`config.mk`:
```
export PLATFORM = sky130hd
export DESIGN_NAME = pipe_mdu
export DESIGN_NICKNAME = d
export VERILOG_FILES = /design/src/rtl/pipe_mdu.sv
export SDC_FILE = /design/constraint.sdc
export NUM_CORES = 1
export LEC_CHECK = 0
export CAP_MARGIN = 20
export CORE_UTILIZATION = 54
export DETAILED_ROUTE_END_ITERATION = 12
export PLACE_DENSITY = 0.87
export REMOVE_ABC_BUFFERS = 1
export SLEW_MARGIN = 15
export SYNTH_ARGS = -nofsm -noshare
export SYNTH_HDL_FRONTEND = slang
export SYNTH_SLANG_ARGS = --single-unit
```
`constraint.sdc`:
```
create_clock -name clock -period 6.3 [get_ports clock]
set_input_delay 0.63 -clock clock [delete_from_list [all_inputs] [get_ports clock]]
set_output_delay 0.63 -clock clock [all_outputs]
set_load 0.01 [all_outputs]
```
`src/rtl/pipe_mdu.sv`:
```
// Iterative multiply/divide unit: 32 shift-add or restoring shift-subtract steps,
// then a two-cycle fix-up (sign correction, then HI/LO write-back with done).
module pipe_mdu (
    input  logic        clock,
    input  logic        reset,
    input  logic        start,
    input  logic [1:0]  mdop,
    input  logic [31:0] ea,
    input  logic [31:0] eb,
    input  logic        cancel,
    output logic        busy,
    output logic        stall,
    output logic        done,
    output logic [31:0] hi,
    output logic [31:0] lo
);

    typedef enum logic [1:0] {StIdle, StMul, StDiv, StFix} state_t;

    state_t      state;
    logic [5:0]  count;
    logic [63:0] acc;
    logic [31:0] opd;
    logic [31:0] a_orig;
    logic        is_div;
    logic        div_zero;
    logic        neg_q;
    logic        neg_r;

    logic        a_neg, b_neg;
    logic [31:0] a_mag, b_mag;
    logic [32:0] mul_sum;
    logic [63:0] mul_next;
    logic [32:0] rem_sh;
    logic [32:0] diff;
    logic [63:0] div_next;
    logic [63:0] fix_val;
    logic        fix_done;
    logic        accept;

    assign a_neg = ~mdop[0] & ea[31];
    assign b_neg = ~mdop[0] & eb[31];
    assign a_mag = a_neg ? (32'd0 - ea) : ea;
    assign b_mag = b_neg ? (32'd0 - eb) : eb;

    // Multiplier sits in the low half and is consumed LSB first.
    assign mul_sum  = {1'b0, acc[63:32]} + (acc[0] ? {1'b0, opd} : 33'd0);
    assign mul_next = {mul_sum, acc[31:1]};

    // Partial remainder in the high half, dividend/quotient bits in the low half.
    assign rem_sh   = {acc[63:32], acc[31]};
    assign diff     = rem_sh - {1'b0, opd};
    assign div_next = diff[32] ? {rem_sh[31:0], acc[30:0], 1'b0}
                               : {diff[31:0], acc[30:0], 1'b1};

    always_comb begin
        fix_val = acc;
        if (!is_div) begin
            fix_val = neg_q ? (64'd0 - acc) : acc;
        end else if (div_zero) begin
            fix_val = {a_orig, 32'hFFFF_FFFF};
        end else begin
            fix_val[63:32] = neg_r ? (32'd0 - acc[63:32]) : acc[63:32];
            fix_val[31:0]  = neg_q ? (32'd0 - acc[31:0]) : acc[31:0];
        end
    end

    assign fix_done = (state == StFix) && (count == 6'd33);
    assign done     = fix_done & ~cancel;
    assign busy     = (state != StIdle);
    assign stall    = busy | (start & (state == StIdle));
    assign accept   = start & ~cancel & ((state == StIdle) | fix_done);

    always_ff @(posedge clock or posedge reset) begin
        if (reset) begin
            state    <= StIdle;
            count    <= 6'd0;
            acc      <= 64'd0;
            opd      <= 32'd0;
            a_orig   <= 32'd0;
            is_div   <= 1'b0;
            div_zero <= 1'b0;
            neg_q    <= 1'b0;
            neg_r    <= 1'b0;
            hi       <= 32'd0;
            lo       <= 32'd0;
        end else if (cancel && state != StIdle) begin
            state <= StIdle;
            count <= 6'd0;
        end else begin
            unique case (state)
                StIdle: ;
                StMul, StDiv: begin
                    acc   <= (state == StMul) ? mul_next : div_next;
                    count <= count + 6'd1;
                    if (count == 6'd31) state <= StFix;
                end
                StFix: begin
                    if (count == 6'd32) begin
                        acc   <= fix_val;
                        count <= 6'd33;
                    end else begin
                        hi    <= acc[63:32];
                        lo    <= acc[31:0];
                        state <= StIdle;
                        count <= 6'd0;
                    end
                end
                default: state <= StIdle;
            endcase
            // Loading a new op overrides the FIX exit so back-to-back issue works.
            if (accept) begin
                state    <= mdop[1] ? StDiv : StMul;
                count    <= 6'd0;
                acc      <= {32'd0, mdop[1] ? a_mag : b_mag};
                opd      <= mdop[1] ? b_mag : a_mag;
                a_orig   <= ea;
                is_div   <= mdop[1];
                div_zero <= (eb == 32'd0);
                neg_q    <= a_neg ^ b_neg;
                neg_r    <= a_neg;
            end
        end
    end

endmodule

```
==> impl_metrics.yaml <==
routing:
  vias: 17900
  drt-vias-per-instance: 6.73
  wirelength_mm: 60.1
  drt_iter0_drc: 2274
  drt_first_pass_iters: 8
  wire_per_inst_microns: 22.7
  route.detailed.drc: 0
  final_antenna_net_count: 0
place:
  dp.cells: 2605
  gp_congestion: 1.00
  placed_area_sq_um: 18800
  dp_hpwl_mm: 43.8
  io_buffers: 136
global_route:
  antenna_found_initial: 0
  grt_pass1_vias: 16800
  overflow: 0
  grt_pass1_wl_mm: 94.8
  grt_use_total_pct: 36.5
  grt_max_degree: 99
clock_tree:
  clkLatencyLatePin_ns: 0.56
  cts_hold_buf: 0
  cts_max_level: 1
  postCtsResizedCells: 0
  cts_setup_buffers: 0
  clock_sinks: 204
  clk_pin_slew_ns: 0.06
  cts_buffers: 25
  cts_tree: "yes"
  max-clock-path-buffers: 3
  root_buffer: "clkbuf_16"
synth:
  synth_top_cell_area_share_pct: 29.6
  yosysWarnings: 0
  async_reset_ff_share_pct: 100
  synth_cell_types: 79
  yosys.area.top_type: "dfrtp_1"
  synth_cells: 2184
  synth_edf_count: 0
  syn_avg_cell_area_sq_um: 7.88
  yosys_register_bits: 204
  ys.flop_type: "dfrtp_1"
  synthTopCellsByArea: "dfrtp_1 30%, nand2_1 6.1%, mux2_2 5.8%"
  synth_area_sq_um: 17200
  synth_seq_area_share_pct: 29.6
final_layout:
  drive_gt1_share_pct: 8.81
  syn2layout_area_growth_pct: 14.4
  final_area_sq_um: 19700
  fillers: 2678
  final_nets: 2377
  stdcell_count: 2651
power_and_ir_drop:
  switching_share_pct: 49.6
  peakVddDrop_mv: 0.316
  power_switching_mw: 5.96
  power.leakage_nw: 8.10
  power_density_nw_per_um2: 610
  p_int_mw: 6.06
  clock_power_share_pct: 13.2
  p_comb_share_pct: 63.7
  seqPwrFrac_pct: 23.2
timing:
  worstMarginPinSlew_ns: 1.04
  maxSlewViolCount: 0
  clock.fmax_mhz: 232
  relSlewSlack_pct: 29.9
  finalCritPeriodShare_pct: 68.3
  hold_viol_final: 0
  fin_crit_ns: 4.31
  finClkSkew_ns: 0.0254
  rsz0062_at_grt: "false"
  holdWs_ns: 0.478
  finalSetupViolCount: 0
critical_path:
  critPathKind: "reg2reg"
  endpoint_kind: "flop"
  rr_worst_depth: 11
  crit_path_start_kind: "flop"
  path_max_fanout: 10
  worst_ep_required_time_ns: 6.71
  cp.arrival_ns: 4.71
  r2r-start: "acc[0]"
  regToRegSetupSlack_ns: 1.99
  rr_endpoint: "acc[58]"
hold_path:
  holdCritStartpoint: "a_orig[9]"
  min_path_cells: 2
  min_to: "a_orig[9]"
  hold_class: "reg2reg"
floorplanning:
  start_util_pct: 54.7
  ioPinCount: 137
  die_w_microns: 181
  die_h_microns: 181
  die_area_sq_um: 32600
  coreArea_sq_um: 31500
  rows: 65
run:
  maxCapViolCount: 0
outcome:
  status: "finished, final reports clean"
synthesized netlist by cell type, types with 10 or more instances:
| master | n |
|---|---|
| nand2_1 | 282 |
| dfrtp_1 | 204 |
| nor2_1 | 188 |
| o21ai_0 | 169 |
| a21oi_1 | 146 |
| clkbuf_1 | 135 |
| mux2_2 | 89 |
| inv_1 | 76 |
| ha_1 | 74 |
| xnor2_1 | 71 |
| a31oi_1 | 67 |
| xor2_1 | 67 |
| nor3_1 | 55 |
| o211ai_1 | 46 |
| nand3_1 | 45 |
| mux2i_1 | 36 |
| a21o_1 | 26 |
| nor4_1 | 26 |
| a211oi_1 | 24 |
| o22ai_1 | 23 |
| o221ai_1 | 21 |
| o31ai_1 | 21 |
| nand4_1 | 20 |
| or3_1 | 20 |
| and3_1 | 18 |
| nand2b_1 | 18 |
| buf_1 | 14 |
| nor2b_1 | 14 |
| and2_1 | 11 |
| a22oi_1 | 10 |
| o21a_1 | 10 |
| or4_1 | 10 |
placed cells by master (no fill, tap or decap), types with 71 or more instances in the layout:
| cell type | instances |
|---|---|
| a21oi_1 | 146 |
| clkdlybuf4s50_1 | 135 |
| dfrtp_1 | 204 |
| ha_1 | 73 |
| inv_1 | 75 |
| mux2_2 | 89 |
| nand2_1 | 282 |
| nor2_1 | 187 |
| o21ai_0 | 168 |
| xnor2_1 | 71 |
kinds of logic (layout without fill, tap and decap cells):
logic type,Yosys count,in the layout,synth area share (%)
and+or+nand+nor,746,746,20.1
AOI/OAI and AO/OA,663,663,24.5
buffers and inverters,232,296,5.14
DFF,204,204,29.6
xor gates and xnor gates,138,138,7.02
muxes,125,125,7.91
adders and majority gates,76,76,5.61
other,0,1,0
stage by stage:
stage	TNS, ns	setup slack (ns)	utilization (%)	total power [mW]
2_1_floorplan	-11.89	-0.735	-	7.62
3_3_place_gp	0	2.17	59.7	9.99
3_5_place_dp	0	2.10	59.7	10.2
4_1_cts	0	2.13	62.5	11.8
5_1_grt	0	1.80	62.6	12.8
6_report	0	1.99	62.6	12.0
worst max path at each step:
stage | to | cells after the start | from | slack, ns
6_report | acc[58] | 11 | acc[0] | 1.99
4_1_cts | acc[61] | 12 | acc[31] | 2.13
5_1_grt | acc[61] | 12 | acc[31] | 1.80
2_1_floorplan | acc[22] | 7 | state[0] | -0.74
3_5_place_dp | acc[29] | 9 | ea[2] | 2.10
3_3_place_gp | acc[29] | 9 | ea[2] | 2.17
layer usage:
metal	part of all wire [%]	up-vias	global-route usage (%)
met5	0	-	0
met2	44	1118	56.3
met3	11	188	6.18
met1	41	8467	50.7
li1	-	8079	-
met4	4.2	0	15.3
worst max-delay path: stages, from the launching register on:
cell	delay, ns
dfrtp_1	0.50
inv_1	0.14
ha_1	0.19
nor3b_1	0.75
nand4_1	0.42
or4_4	0.70
nor3_4	0.46
a21oi_2	0.11
or2_0	0.22
a32o_1	0.29
a311oi_1	0.25
o211ai_1	0.11
area by class of cell:
cell class	instances	area [sq um]	area share, %
tap	402	503	2.55
sequential	204	5100	25.9
inverter	78	300	1.52
multi-input combinational	1748	11300	57.2
timing repair buffer	174	1640	8.33
antenna	1	2.50	0.0127
clock inverter	12	175	0.889
clock buffer	32	712	3.61
registers in the layout, indices dropped and copies added (netlist names):
name / cells
opd: 32
a_orig: 32
lo: 32
div_zero: 1
neg_r: 1
count: 6
is_div: 1
neg_q: 1
hi: 32
acc: 64
state: 2
power groups by stage:
stage                     clock network (mW)  registers, mW  logic [mW]
after detailed placement                   0           2.76        7.40
after global routing                    1.64           2.86        8.30
after floorplan                            0           2.58        5.04
final                                   1.58           2.78        7.65
after CTS                               1.59           2.74        7.47
after global placement                     0           2.72        7.27
Note: power is estimated with default switching activity, not from simulation.
